**config.mk**
```make
export PLATFORM = sky130hd
export DESIGN_NAME = gyro_rate_integrator
export DESIGN_NICKNAME = d
export VERILOG_FILES = /design/src/rtl/gyro_pkg.sv /design/src/rtl/gyro_axis_acc.sv /design/src/rtl/gyro_rate_integrator.sv
export SDC_FILE = /design/constraint.sdc
export NUM_CORES = 1
export LEC_CHECK = 0
export BUFFER_PORTS_ARGS = -buffer_cell sky130_fd_sc_hd__buf_4
export CAP_MARGIN = 30
export CORE_AREA = 2 2 200 202
export DETAILED_ROUTE_END_ITERATION = 8
export DIE_AREA = 0 0 202 204
export GPL_ROUTABILITY_DRIVEN = 0
export PLACE_DENSITY_LB_ADDON = 0.25
export SLEW_MARGIN = 20
export SYNTH_ARGS = -nofsm -noshare
export SYNTH_HDL_FRONTEND = slang
export SYNTH_SLANG_ARGS = --single-unit
```
**constraint.sdc**
```tcl
create_clock -name clk -period 7.7 [get_ports clk]
set_input_delay 0 -clock clk [delete_from_list [all_inputs] [get_ports clk]]
set_output_delay 0 -clock clk [all_outputs]
set_load 0.05 [all_outputs]
```
**src/rtl/gyro_pkg.sv**
```systemverilog
// Shared gyro types: axis sample width, integrator state and the signed sample type used
// by the SPI master, the rate integrator and the data formatter.
package gyro_pkg;

  localparam int unsigned AXIS_W = 16;

  typedef enum logic {CAL, RUN} gyro_state_e;

  typedef logic signed [AXIS_W-1:0] gyro_sample_t;

endpackage

```
**src/rtl/gyro_axis_acc.sv**
```systemverilog
// One axis of the rate integrator: bias averaging, bias subtraction, deadband, angle accumulate.
// With GYRO_INT_SATURATE_EN defined the accumulator clamps and reports a sticky sat bit.
module gyro_axis_acc
  import gyro_pkg::*;
#(
  parameter int unsigned CAL_LOG2 = 4,
  parameter int unsigned DEADBAND = 8,
  parameter int unsigned ACC_W    = 32
) (
  input  logic                    clk,
  input  logic                    RST,
  input  logic                    cal_en,
  input  logic                    cal_last,
  input  logic                    run_en,
  input  logic                    clear,
  input  gyro_sample_t            sample,
  output gyro_sample_t            bias,
`ifdef GYRO_INT_SATURATE_EN
  output logic                    sat,
`endif
  output logic signed [ACC_W-1:0] ang
);

  localparam int unsigned SUM_W = AXIS_W + CAL_LOG2;

  logic signed [SUM_W-1:0]  sum_q, sum_next;
  gyro_sample_t             bias_q;
  logic signed [ACC_W-1:0]  ang_q, ang_next;
  logic signed [AXIS_W:0]   corr, corr_db;
  logic        [AXIS_W:0]   corr_mag;
  logic signed [ACC_W:0]    ang_sum;
`ifdef GYRO_INT_SATURATE_EN
  logic                     ovf;
  logic                     sat_q;
`endif

  always_comb begin
    sum_next = sum_q + $signed({{CAL_LOG2{sample[AXIS_W-1]}}, sample});
    corr     = $signed({sample[AXIS_W-1], sample}) - $signed({bias_q[AXIS_W-1], bias_q});
    corr_mag = corr[AXIS_W] ? $unsigned(-corr) : $unsigned(corr);
    corr_db  = (corr_mag <= (AXIS_W + 1)'(DEADBAND)) ? '0 : corr;
    // One guard bit above the accumulator exposes overflow as a sign disagreement.
    ang_sum  = $signed({ang_q[ACC_W-1], ang_q})
             + $signed({{(ACC_W - AXIS_W){corr_db[AXIS_W]}}, corr_db});
`ifdef GYRO_INT_SATURATE_EN
    ovf = ang_sum[ACC_W] != ang_sum[ACC_W-1];
    if (!ovf) begin
      ang_next = ang_sum[ACC_W-1:0];
    end else if (ang_sum[ACC_W]) begin
      ang_next = $signed({1'b1, {(ACC_W - 1){1'b0}}});
    end else begin
      ang_next = $signed({1'b0, {(ACC_W - 1){1'b1}}});
    end
`else
    ang_next = ang_sum[ACC_W-1:0];
`endif
  end

  always_ff @(posedge clk or negedge RST) begin
    if (!RST) begin
      sum_q  <= '0;
      bias_q <= '0;
      ang_q  <= '0;
`ifdef GYRO_INT_SATURATE_EN
      sat_q  <= 1'b0;
`endif
    end else if (clear) begin
      // Bias survives a recalibration request until the new average is ready.
      sum_q  <= '0;
      ang_q  <= '0;
`ifdef GYRO_INT_SATURATE_EN
      sat_q  <= 1'b0;
`endif
    end else begin
      if (cal_en) begin
        if (cal_last) begin
          bias_q <= sum_next[CAL_LOG2 +: AXIS_W];
          sum_q  <= '0;
        end else begin
          sum_q  <= sum_next;
        end
      end
      if (run_en) begin
        ang_q <= ang_next;
`ifdef GYRO_INT_SATURATE_EN
        sat_q <= sat_q | ovf;
`endif
      end
    end
  end

  assign bias = bias_q;
  assign ang  = ang_q;
`ifdef GYRO_INT_SATURATE_EN
  assign sat  = sat_q;
`endif

endmodule

```
**src/rtl/gyro_rate_integrator.sv**
```systemverilog
// Gyro rate integrator: start-up bias calibration then per-axis angle integration.
// Optional GYRO_INT_SATURATE_EN: saturating accumulators plus a sticky sat_flag output.
module gyro_rate_integrator
  import gyro_pkg::*;
#(
  parameter int unsigned CAL_LOG2 = 4,
  parameter int unsigned DEADBAND = 8,
  parameter int unsigned ACC_W    = 32
) (
  input  logic                    clk,
  input  logic                    RST,
  input  logic                    sample_valid,
  input  gyro_sample_t            x_axis_data,
  input  gyro_sample_t            y_axis_data,
  input  gyro_sample_t            z_axis_data,
  input  logic                    recal,
  output logic                    cal_done,
  output logic                    angle_valid,
  output logic signed [ACC_W-1:0] ang_x,
  output logic signed [ACC_W-1:0] ang_y,
  output logic signed [ACC_W-1:0] ang_z,
  output gyro_sample_t            bias_x,
  output gyro_sample_t            bias_y,
`ifdef GYRO_INT_SATURATE_EN
  output gyro_sample_t            bias_z,
  output logic                    sat_flag
`else
  output gyro_sample_t            bias_z
`endif
);

  gyro_state_e         state_q;
  logic [CAL_LOG2-1:0] cal_cnt_q;
  logic                cal_done_q;
  logic                angle_valid_q;
  logic                cal_en, cal_last, run_en;

  // recal takes priority: a coincident sample is neither counted nor integrated.
  assign cal_en   = sample_valid && !recal && (state_q == CAL);
  assign run_en   = sample_valid && !recal && (state_q == RUN);
  assign cal_last = cal_en && (cal_cnt_q == '1);

  always_ff @(posedge clk or negedge RST) begin
    if (!RST) begin
      state_q       <= CAL;
      cal_cnt_q     <= '0;
      cal_done_q    <= 1'b0;
      angle_valid_q <= 1'b0;
    end else begin
      angle_valid_q <= run_en;
      if (recal) begin
        state_q    <= CAL;
        cal_cnt_q  <= '0;
        cal_done_q <= 1'b0;
      end else if (cal_en) begin
        cal_cnt_q <= cal_cnt_q + CAL_LOG2'(1);
        if (cal_last) begin
          state_q    <= RUN;
          cal_done_q <= 1'b1;
        end
      end
    end
  end

  assign cal_done    = cal_done_q;
  assign angle_valid = angle_valid_q;

`ifdef GYRO_INT_SATURATE_EN
  logic sat_x, sat_y, sat_z;
  assign sat_flag = sat_x | sat_y | sat_z;
`endif

  gyro_axis_acc #(.CAL_LOG2(CAL_LOG2), .DEADBAND(DEADBAND), .ACC_W(ACC_W)) u_acc_x (
    .clk      (clk),
    .RST      (RST),
    .cal_en   (cal_en),
    .cal_last (cal_last),
    .run_en   (run_en),
    .clear    (recal),
    .sample   (x_axis_data),
    .bias     (bias_x),
`ifdef GYRO_INT_SATURATE_EN
    .sat      (sat_x),
`endif
    .ang      (ang_x)
  );

  gyro_axis_acc #(.CAL_LOG2(CAL_LOG2), .DEADBAND(DEADBAND), .ACC_W(ACC_W)) u_acc_y (
    .clk      (clk),
    .RST      (RST),
    .cal_en   (cal_en),
    .cal_last (cal_last),
    .run_en   (run_en),
    .clear    (recal),
    .sample   (y_axis_data),
    .bias     (bias_y),
`ifdef GYRO_INT_SATURATE_EN
    .sat      (sat_y),
`endif
    .ang      (ang_y)
  );

  gyro_axis_acc #(.CAL_LOG2(CAL_LOG2), .DEADBAND(DEADBAND), .ACC_W(ACC_W)) u_acc_z (
    .clk      (clk),
    .RST      (RST),
    .cal_en   (cal_en),
    .cal_last (cal_last),
    .run_en   (run_en),
    .clear    (recal),
    .sample   (z_axis_data),
    .bias     (bias_z),
`ifdef GYRO_INT_SATURATE_EN
    .sat      (sat_z),
`endif
    .ang      (ang_z)
  );

endmodule
```
# Yosys cells after proc, flatten, opt, wreduce, memory -nomap -nowiden
# Cells that the tools add are included.
[word_totals]
register_bits = 210
out_inout_bits = 146
word_cells = 67
[classes]
addsub = 13
order_cmp = 3
eq_ne = 1
mux = 26
n_bitwise = 2
reduce_logical = 10
[ops]
columns = ["cell", "n"]
rows = [
  ["32-bit 2-to-1 mux", 6],
  ["20-bit 2-to-1 mux", 9],
  ["17-bit 2-to-1 mux", 6],
  ["32-bit by 17-bit adder with 32-bit output", 3],
  ["20-bit by 16-bit adder with 20-bit output", 3],
  ["17-bit by 4-bit less-or-equal comparator with 1-bit output (second input constant)", 3],
  ["17-bit negator", 3],
  ["16-bit by 16-bit subtractor with 17-bit output", 3],
  ["4-bit 2-to-1 mux", 2],
  ["2-bit nonzero test", 3],
  ["4-bit by 1-bit adder with 4-bit output (second input constant)", 1],
  ["4-bit == test (second input constant)", 1],
  ["1-bit logical AND", 4],
  ["1-bit 2-to-1 mux", 3],
  ["3-bit AND reduction", 1],
  ["1-bit NOT", 2],
  ["2-bit AND reduction", 1],
  ["1-bit logical NOT", 1],
]

# Logic depth before layout (Yosys ltp)
# Gate-level depths: netlist of run 1.
[depth]
depth_word = 8
depth_mapped = 32

# Modules after synthesis
# From an unflattened synthesis of run 1, not the netlist that was laid out.
[unflattened]
hier_cells = 2232
hier_area_um2 = 19303.5
[modules_own_cells]
columns = ["mod", "instances", "cells_per_inst", "area_each_um2"]
rows = [
  ["gyro_axis_acc (u_acc_x ...)", 2, 734, 6352.3],
  ["gyro_axis_acc (u_acc_z)", 1, 739, 6322.3],
  ["gyro_rate_integrator", 1, 25, 276.5],
]

# Least setup slack after synthesis of run 1
# No wires, ideal clock.
[synth_path]
path_type = "reg2reg"
from = "register u_acc_y.bias_q[0], in the netlist u_acc_y.bias[0]"
to = "register u_acc_y.ang_q[30], in the netlist u_acc_y.ang[30]"
t_arrival_ps = 6595
required_ps = 7564
path_slack_ps = 969
stages_incl_launch_ff = 30
n_path_buf = 3
path_cell_list = "dfrtp_1 ha_1 fa_1 ha_1 and4b_1 a211oi_1 nor2_1 and4_1 buf_2 xor2_1 or4_1 o21ai_0 o211ai_1 nor3_2 buf_4 buf_2 nor2_1 ha_1 nor2b_1 o21ai_0 a21oi_1 o21a_1 o21ai_0 a31oi_1 o41ai_1 nand3b_1 a21boi_0 o41ai_1 mux2i_1 a21oi_1"
[synth_via]
elab_chain_cells = 8
[synth_lines]
columns = ["element", "line_no", "source"]
rows = [
  ["start: declaration", "gyro_axis_acc.sv:27", "gyro_sample_t bias_q;"],
  ["start signal: assignment", "gyro_axis_acc.sv:77", "bias_q <= sum_next[CAL_LOG2 +: AXIS_W];"],
  ["16-bit by 16-bit subtractor with 17-bit output (*)", "gyro_axis_acc.sv:39", "corr = $signed({sample[AXIS_W-1], sample}) - $signed({bias_q[AXIS_W-1], bias_q});"],
  ["17-bit negator", "gyro_axis_acc.sv:40", "corr_mag = corr[AXIS_W] ? $unsigned(-corr) : $unsigned(corr);"],
  ["17-bit 2-to-1 mux", "gyro_axis_acc.sv:40", ""],
  ["17-bit by 4-bit less-or-equal comparator with 1-bit output", "gyro_axis_acc.sv:41", "corr_db = (corr_mag <= (AXIS_W + 1)'(DEADBAND)) ? '0 : corr;"],
  ["17-bit 2-to-1 mux (*)", "gyro_axis_acc.sv:41", ""],
  ["32-bit by 17-bit adder with 32-bit output (*)", "gyro_axis_acc.sv:44", "+ $signed({{(ACC_W - AXIS_W){corr_db[AXIS_W]}}, corr_db});"],
  ["32-bit 2-to-1 mux (*)", "gyro_axis_acc.sv:83", "if (run_en) begin"],
  ["32-bit 2-to-1 mux (*)", "gyro_axis_acc.sv:67", "end else if (clear) begin"],
  ["end signal: assignment", "gyro_axis_acc.sv:84", "ang_q <= ang_next;"],
  ["end: declaration", "gyro_axis_acc.sv:28", "logic signed [ACC_W-1:0] ang_q, ang_next;"],
]
# Every way passes the cells marked *; elsewhere a longest branch is shown, timed or not. The select of a mux whose other input is x is not followed.
# A chain may end at the register's enable or synchronous reset.

# Final worst setup path of run 1
[layout_path]
from = "register u_acc_x.bias_q[0], in the netlist u_acc_x.bias[0]"
to = "register u_acc_x.ang_q[31], in the netlist u_acc_x.ang[31]"
[layout_via]
elab_chain_cells = 8
[layout_lines]
columns = ["element", "line_no"]
rows = [
  ["start: declaration", "gyro_axis_acc.sv:27"],
  ["start signal: assignment", "gyro_axis_acc.sv:77"],
  ["16-bit by 16-bit subtractor with 17-bit output (*)", "gyro_axis_acc.sv:39"],
  ["17-bit negator", "gyro_axis_acc.sv:40"],
  ["17-bit 2-to-1 mux", "gyro_axis_acc.sv:40"],
  ["17-bit by 4-bit less-or-equal comparator with 1-bit output", "gyro_axis_acc.sv:41"],
  ["17-bit 2-to-1 mux (*)", "gyro_axis_acc.sv:41"],
  ["32-bit by 17-bit adder with 32-bit output (*)", "gyro_axis_acc.sv:44"],
  ["32-bit 2-to-1 mux (*)", "gyro_axis_acc.sv:83"],
  ["32-bit 2-to-1 mux (*)", "gyro_axis_acc.sv:67"],
  ["end signal: assignment", "gyro_axis_acc.sv:84"],
  ["end: declaration", "gyro_axis_acc.sv:28"],
]
# Marks and branches as above.

==> run summary, run 1 <==
run status: complete, no violations
sequential fraction of design power: 30.8%
DRT iter0 DRCs: 1,382
worst-skew pair later-pin latency: 0.58 ns
relative slew slack: 29.81%
largest cells by area after synthesis: dfrtp_1 (27%), ha_1 (13%), a21oi_1 (5.7%)
CTS buffer count: 28
Final Hold Vio Count: 0
CTS root buffer: clkbuf_16
Worst Reg-to-Reg Cells: 27
Fmax: 0.1386 GHz
Die X: 202 um
Final Total Pwr: 3.924 mW
Starting Density: 49.30%
Antenna Nets Post-Route: 0
Leak Pwr: 10.96 nW
Sw Pwr: 1.434 mW
crit path max fanout: 8
crit path launch type: register
Post-Syn Nets: 2,636
GR Util met3: 2.806%
Worst-path clk slew: 0.06 ns
Setup Skew: 0.01965 ns
clk buf depth: 3
Syn Area/Cell: 8.140 sq um
Power Density: 174.7 mW/mm^2
routed wire length: 54,490 um
maxcap violations: 0
max-slew violation count: 0
die area: 0.04121 sq mm
CTS tree: yes
Post-synth top flop: dfrtp_1
drt pass-1 iters: 5
CTS HTree Levels: 1
vias post-DR: 18,380
WL/cell: 17.54 um
post-synth cell types: 90
Worst VDD drop: 0.0001646 V
top cell type's share of synthesized area: 27.21%
total grt overflow: 0
crit path from: u_acc_x.bias[0]$_DFFE_PN0P_
hold crit path type: in2reg
actual slew at the worst max-slew pin: 1.045 ns
Net Sw Frac: 36.54%
CP endpoint kind: register
Gate Count Post-Synth: 2,373
largest net degree at the start of global routing: 88
sequential area share after synthesis: 27.21%
Final Cycle Share: 93.72%
number of post-CTS setup repair buffers: 0
Post-synth EDFFs: 0
I/O pin count: 198
share of cells above drive strength 1: 12.40%
critical path required time: 8.16 ns
Die Ht: 204 um
Area Overhead vs Synth: 16.26%
Synth async-reset ratio: 100.0%
most used routing layer: met2
warnings from Yosys: 0
crit path DAT: 7.68 ns
Nets: 2,822
post-layout minimum cycle time: 7.217 ns
initial antenna violation count: 1
CTS Sinks: 210
R2R Setup Slk: 0.48 ns
Setup TNS: 0 ns
met2 usage: 39.37%
number of global-route vias before repair: 17,220
area leader, netlist: dfrtp_1
row count: 73
Final setup viols: 0
via density per instance: 5.919
FILL cells: 3,541
met1 global-route usage: 37.65%
reg2reg start: u_acc_x.bias[0]$_DFFE_PN0P_
DPL Wire Length: 40,360 um
Clk pwr share: 32.8%
Internal: 2.490 mW
DRC errors left: 0
Port Buffers: 197
synthesized cell area: 0.01932 sq mm
critical path type: reg2reg
RR Endpoint: u_acc_x.ang[31]$_DFFE_PN0P_
CP endpoint: u_acc_x.ang[31]$_DFFE_PN0P_
first-pass GRT wire length: 88,080 um
RSZ-0062 raised after global routing: no
Synth Register Bits: 210
total track usage: 25.65%
Comb pwr share: 36.4%
total core area: 0.03918 sq mm
## cell type report
class	count	area, sq um	share of cell area (%)
Antenna cell	1	2.502	0.01114
Clock buffer	46	829.5	3.694
Clock inverter	5	53.80	0.2396
Inverter	103	386.6	1.722
Multi-Input combinational cell	1979	13410	59.73
Sequential cell	210	5255	23.40
Tap cell	525	656.9	2.925
Timing Repair Buffer	237	1859	8.279
## through the flow
stage	utilization [%]	std cells	hold slack (ns)	area [sq um]	worst slack, ns
5_1_grt	57.31	3106	0.02267	22460	0.002485
6_report	57.31	3106	0.01777	22460	0.4833
3_5_place_dp	54.27	3031	0.06067	21270	0.3984
2_1_floorplan	-	2373	-0.2956	19320	0.9686
3_3_place_gp	54.26	3030	0.05518	21260	0.6611
4_1_cts	57.09	3104	0.001638	22370	0.3776
## sequential cells by signal, indices dropped and copies added (netlist names)
name,count
cal_done,1
u_acc_y.ang,32
u_acc_y.sum_q,20
u_acc_y.bias,16
u_acc_z.ang,32
angle_valid,1
cal_cnt_q,4
u_acc_x.sum_q,20
u_acc_z.bias,16
u_acc_z.sum_q,20
u_acc_x.bias,16
u_acc_x.ang,32
## kinds of logic after synthesis
| kind of cell | after synthesis | synth area share [%] |
|---|---|---|
| buf+inv | 184 | 3.776 |
| compound gates | 743 | 25.61 |
| mux | 17 | 0.9457 |
| flops | 210 | 27.21 |
| xor+xnor | 164 | 7.514 |
| fa+ha+maj | 211 | 14.02 |
| simple gates | 844 | 20.93 |
## critical path: stages (launching register included)
cell      delay, ns
dfrtp_1        0.40
ha_1           0.23
fa_1           0.42
and2b_4        0.29
o31a_2         0.16
o21ai_2        0.08
a211oi_2       0.66
nor3_1         0.13
or4_1          0.52
a221oi_1       0.28
o41ai_1        0.15
nor4_2         0.31
and2_1         0.33
nor2_1         0.25
buf_4          0.29
ha_1           0.26
a21o_1         0.22
a21o_1         0.17
a21oi_1        0.12
o21ai_0        0.09
a21o_1         0.19
a21oi_1        0.29
a31o_2         0.24
o21a_1         0.20
nand3_1        0.11
o22a_1         0.25
o211ai_1       0.10
mux2_1         0.33
## power groups by stage
stage	clock network (mW)	logic, mW	registers, mW
after floorplan	0	1.01	1.26
after global placement	0	1.35	1.22
after detailed placement	0	1.38	1.23
after CTS	1.31	1.40	1.21
after global routing	1.36	1.58	1.21
final	1.29	1.43	1.21
## synth_stat cells (all sizes together), types with 6 or more instances
library cell	number
mux2i	7
nand2	275
dfrtp	210
o21a	30
nand3	62
o41ai	8
nor4	12
and2	16
ha	202
and4	7
nor3	72
nor3b	6
a21o	94
a31o	7
a21oi	221
nand2b	32
nand4	20
xor2	56
mux2	10
o31ai	7
buf	22
or2	14
a22o	54
nor2b	34
inv	103
or3	25
and3	31
a2111oi	6
clkbuf	59
fa	9
o311ai	7
or4	8
nor2	200
o211ai	17
a21boi	7
a211oi	39
o21bai	20
a31oi	26
nand3b	15
o21ai	133
xnor2	108
## metal layers
layer	vias to the layer above	part of all wire [%]
li1	9020	-
met1	8651	48
met2	605	43
met3	108	6.2
met4	0	3.0
met5	-	0
## how the worst min path moves through the flow
stage	startpoint	end	slack [ns]	depth (start not counted)
floorplan	RST	angle_valid$_DFF_PN0_	-0.30	0
global placement	RST	u_acc_z.sum_q[13]$_DFFE_PN0P_	0.06	1
detailed placement	RST	u_acc_z.bias[11]$_DFFE_PN0P_	0.06	1
CTS	z_axis_data[6]	u_acc_z.bias[2]$_DFFE_PN0P_	0.002	5
global route	y_axis_data[3]	u_acc_y.sum_q[3]$_DFFE_PN0P_	0.02	4
finish	z_axis_data[6]	u_acc_z.bias[2]$_DFFE_PN0P_	0.02	5
## what timing repair did
item | in CTS | in global routing
endpoints found under the hold margin | 144 | 0
hold buffers | 22 | 0
endpoints found under the setup margin | 0 | 8
resized for setup | 0 | 11
## layout by cell type, fill, tap and decap left out, types with 8 or more instances in the layout
cell type and count:
and3_1 31, dlygate4sd3_1 22, fa_1 9, nand3b_1 15
mux2_2 8, xor2_1 55, clkbuf_1 13, buf_4 212
nor2_1 198, nand4_1 20, a31oi_1 25, nand2_1 274
nand3_1 62, clkbuf_16 29, or3_1 25, or4_1 8
nand2b_1 32, o21a_1 30, or2_2 12, ha_1 202
nor3_1 71, nor4_1 9, a22o_1 54, o21ai_0 128
dfrtp_1 210, xnor2_1 107, o21bai_1 19, a21oi_1 220
a211oi_1 32, and2_1 13, inv_1 103, nor2b_1 34
o211ai_1 17, a21o_1 94
(Power assumes the default switching activity.)
==> run 2, diff against run 1 <==
Settings changed: GPL_TIMING_DRIVEN from default to 0, HOLD_SLACK_MARGIN from default to 0.1.
Clock period 7.7 ns to 9.3 ns, I/O delays scaled along.
==> run summary, run 2 (synthesis gave the netlist of run 1 again) <==
run status: complete, no violations
hold crit path type: in2reg
Sw Pwr: 1.176 mW
Power Density: 141.1 mW/mm^2
row count: 73
total track usage: 28.11%
initial antenna violation count: 0
drt pass-1 iters: 5
worst-skew pair later-pin latency: 0.56 ns
maxcap violations: 0
die area: 0.04121 sq mm
Register Area: 0.005255 sq mm
CTS Sinks: 210
actual slew at the worst max-slew pin: 0.9050 ns
vias post-DR: 19,100
DRC errors left: 0
number of global-route vias before repair: 17,960
Final setup viols: 0
Setup TNS: 0 ns
critical path type: reg2reg
met2 usage: 45.12%
RR Endpoint: u_acc_y.ang[30]$_DFFE_PN0P_
hold slack final: 0.1390 ns
Clk pwr share: 31.8%
Worst-path clk slew: 0.06 ns
most frequent cells in the layout: nand2_1 (275), a21oi_1 (220), dfrtp_1 (210), buf_4 (202), ha_1 (202)
largest net degree at the start of global routing: 80
Worst VDD drop: 0.0001487 V
WL/cell: 18.55 um
fin util: 58.58%
crit path launch type: register
clk buf depth: 3
I/O pin count: 198
CTS tree: yes
crit path max fanout: 10
share of cells above drive strength 1: 11.71%
relative slew slack: 38.71%
reg2reg start: u_acc_y.bias[0]$_DFFE_PN0P_
slowest CP cell: o41ai_1
Area Overhead vs Synth: 18.82%
Die Ht: 204 um
Final Hold Vio Count: 0
DRT iter0 DRCs: 1,511
CP endpoint: u_acc_y.ang[30]$_DFFE_PN0P_
Port Buffers: 197
Comb pwr share: 37.3%
Worst path max stage delay: 0.64 ns
crit path from: u_acc_y.bias[0]$_DFFE_PN0P_
CTS buffer count: 26
cts repair resizes: 0
RSZ-0062 raised after global routing: no
via density per instance: 5.974
Starting Density: 49.30%
number of post-CTS setup repair buffers: 0
Net Sw Frac: 36.32%
Nets: 2,919
DPL Wire Length: 45,630 um
post-layout minimum cycle time: 7.785 ns
Worst Reg-to-Reg Cells: 30
sequential fraction of design power: 30.9%
crit path DAT: 8.18 ns
commonest non-fill, non-tap cell in the layout: nand2_1
Final Cycle Share: 83.71%
# hold bufs at CTS: 54
most used routing layer: met2
critical path required time: 9.70 ns
total grt overflow: 0
routed wire length: 59,330 um
met1 global-route usage: 38.98%
Internal: 2.062 mW
CP endpoint kind: register
R2R Setup Slk: 1.52 ns
ANT cells: 0
CTS root buffer: clkbuf_16
Die X: 202 um
Antenna Nets Post-Route: 0
Fmax: 0.1285 GHz
GR Util met3: 2.790%
total core area: 0.03918 sq mm
Leak Pwr: 11.15 nW
first-pass GRT wire length: 94,500 um
Final Total Pwr: 3.238 mW
max-slew violation count: 0
CTS HTree Levels: 1
FILL cells: 3,502
area occupied by multi-input gates: 0.01334 sq mm
Setup Skew: 0.01091 ns
[run 2: cell types whose count changed in the layout (fill, tap and decap cells not counted), sizes merged]
cell	previous run	this run
buf	215	224
clkbuf	46	97
clkinv	4	5
clkinvlp	0	1
diode	1	0
dlygate4sd3	22	53
[run 2: through the flow]
step                      std cells  cell area (sq um)  worst slack, ns
after floorplan                2373              19320            2.569
after global placement         3095              21450            1.758
after detailed placement       3099              21530            1.648
after CTS                      3198              22950            1.599
after global routing           3198              22950           0.9790
final                          3198              22950            1.515
[run 2: worst min path at each step]
| stage | start | endpoint | depth (start not counted) |
|---|---|---|---|
| 2_1_floorplan | RST | angle_valid$_DFF_PN0_ | 0 |
| 3_3_place_gp | z_axis_data[0] | u_acc_z.sum_q[0]$_DFFE_PN0P_ | 3 |
| 4_1_cts | z_axis_data[14] | u_acc_z.bias[10]$_DFFE_PN0P_ | 5 |
| 5_1_grt | z_axis_data[12] | u_acc_z.bias[8]$_DFFE_PN0P_ | 5 |
| 6_report | z_axis_data[12] | u_acc_z.bias[8]$_DFFE_PN0P_ | 5 |
| 3_5_place_dp | RST | u_acc_z.bias[7]$_DFFE_PN0P_ | 1 |
[run 2: area by class of cell]
class | instances | share of cell area (%)
multi-input combinational | 1979 | 58.11
sequential | 210 | 22.90
timing repair buffer | 255 | 9.213
clock buffer | 38 | 3.473
tap | 525 | 2.862
inverter | 103 | 1.684
buffer | 81 | 1.494
clock inverter | 7 | 0.2726
[run 2: metal layers]
metal  part of all wire, %  wire [um]
met5                     0          0
met2                    45      26630
met4                   3.9       2339
met1                    46      27240
met3                   5.3       3118
[run 2: power by group through the flow]
stage | Combinational [mW] | Clock [mW] | Sequential [mW]
finish | 1.21 | 1.03 | 1.00
global route | 1.33 | 1.08 | 1.01
CTS | 1.19 | 1.05 | 1.00
detailed placement | 1.15 | 0 | 1.02
global placement | 1.11 | 0 | 1.01
floorplan | 0.838 | 0 | 1.04
[run 2: critical path, delay by kind of cell (launching register included)]
family	cells	cell delay, ns
adder cells (fa/ha/maj)	4	1.38
XOR/XNOR	1	0.07
AND/OR/NAND/NOR	8	1.51
AO/OA/AOI/OAI	13	3.43
multiplexers	1	0.26
buffers and inverters	3	0.56
flip-flops	1	0.43
==> run 3, diff against run 2 <==
Clock period 9.3 ns to 7.1 ns, I/O delays scaled along.
==> run summary, run 3 (synthesis gave the netlist of run 1 again) <==
run status: complete, no violations
Leak Pwr: 11.32 nW
maxcap violations: 0
FILL cells: 3,432
CTS buffer count: 26
post-layout minimum cycle time: 6.937 ns
total core area: 0.03918 sq mm
DPL Wire Length: 45,630 um
CTS HTree Levels: 1
Final Total Pwr: 4.300 mW
critical path required time: 7.53 ns
vias post-DR: 19,340
drt pass-1 iters: 5
largest net degree at the start of global routing: 80
actual slew at the worst max-slew pin: 0.8804 ns
Starting Density: 49.30%
worst-skew pair later-pin latency: 0.56 ns
Nets: 2,935
HP Start: z_axis_data[12]
Worst VDD drop: 0.0001946 V
Placed Cells: 3,099
I/O pin count: 198
dpl cell area: 0.02153 sq mm
commonest non-fill, non-tap cell in the layout: nand2_1
Setup TNS: 0 ns
Non-Filler Instances: 3,214
row count: 73
CTS root buffer: clkbuf_16
relative slew slack: 41.30%
first-pass GRT wire length: 94,610 um
die area: 0.04121 sq mm
Final setup viols: 0
Final Hold Vio Count: 0
R2R Setup Slk: 0.16 ns
Port Buffers: 197
number of global-route vias before repair: 17,980
slowest CP cell: fa_2
hold crit path type: in2reg
Final Cycle Share: 97.70%
critical path type: reg2reg
crit path DAT: 7.37 ns
CP endpoint kind: register
Area Overhead vs Synth: 21.25%
design area: 0.02342 sq mm
routed wire length: 60,230 um
total track usage: 28.16%
most frequent cells in the layout: nand2_1 (275), buf_4 (218), a21oi_1 (215), dfrtp_1 (209), ha_1 (201)
clk buf depth: 3
Power Density: 183.6 mW/mm^2
Antenna Nets Post-Route: 0
crit path from: u_acc_y.bias[0]$_DFFE_PN0P_
crit path launch type: register
reg2reg start: u_acc_y.bias[0]$_DFFE_PN0P_
ANT cells: 0
CTS tree: yes
DRT iter0 DRCs: 1,433
share of cells above drive strength 1: 13.95%
Die Ht: 204 um
DRC errors left: 0
RSZ-0062 raised after global routing: yes
total grt overflow: 0
Worst-path clk slew: 0.06 ns
Worst path max stage delay: 0.58 ns
via density per instance: 6.016
max-slew violation count: 0
WL/cell: 18.74 um
Setup Skew: 0.01417 ns
initial antenna violation count: 0
crit path max fanout: 10
CTS Sinks: 210
Die X: 202 um
Fmax: 0.1442 GHz
==> run 3: layout make-up <==
| type | count | area (sq um) | share of cell area [%] |
|---|---|---|---|
| flip-flops and latches | 210 | 5256 | 22.44 |
| clock inverters | 7 | 62.56 | 0.2671 |
| plain buffers | 81 | 352.8 | 1.506 |
| well taps | 525 | 656.9 | 2.805 |
| clock buffers | 38 | 797.0 | 3.403 |
| inverters | 103 | 386.6 | 1.651 |
| repair buffers | 271 | 2235 | 9.541 |
| multi-input cells | 1979 | 13670 | 58.38 |
==> run 3: what timing repair did <==
action                                  4_1_cts  5_1_grt
endpoints found under the hold margin       222        0
resized for setup                            22       60
pin swaps                                     3       22
hold buffers                                 54        0
endpoints found under the setup margin       17       31
gates cloned                                  0        0
setup buffers                                 0       16
==> run 3: stage by stage <==
step                      utilization (%)  setup slack, ns  hold slack (ns)
after detailed placement            54.96          -0.5523          0.04887
after global routing                59.77          -0.1366           0.1562
after CTS                           58.82         0.007266           0.1027
after floorplan                         -           0.3686          -0.2956
final                               59.77           0.1633           0.1357
after global placement              54.75          -0.4424           0.3788
==> run 3: final timing paths <==
check                                                endpoint  cells after the start
max in group asynchronous         u_acc_y.ang[20]$_DFFE_PN0P_                      5
worst min register to register   u_acc_x.sum_q[0]$_DFFE_PN0P_                      1
worst max register to register    u_acc_y.ang[31]$_DFFE_PN0P_                     31
worst min-delay path              u_acc_z.bias[8]$_DFFE_PN0P_                      5
worst max-delay path              u_acc_y.ang[31]$_DFFE_PN0P_                     31
min in group asynchronous       u_acc_z.sum_q[13]$_DFFE_PN0P_                      4
==> run 3: per-layer routing <==
layer,vias up,GRT usage [%],share of wire (%)
met5,-,0,0
met1,9301,39.08,45
met3,142,2.774,5.5
met4,0,11.48,4.1
met2,644,45.14,45
li1,9249,-,-
==> run 3: power by group <==
group          internal, mW  leakage [nW]  switching [mW]
sequential             1.26          2.75          0.0471
clock                 0.805         0.428           0.548
combinational         0.658          8.14           0.978
==> run 3: worst max-delay path, delay by kind of cell (launching register included) <==
family	cells	cell delay [ns]
AOI/OAI and AO/OA	13	2.83
xor gates and xnor gates	1	0.07
adders and majority gates	4	1.38
buffers and inverters	4	0.69
DFF	1	0.43
and+or+nand+nor	9	1.38
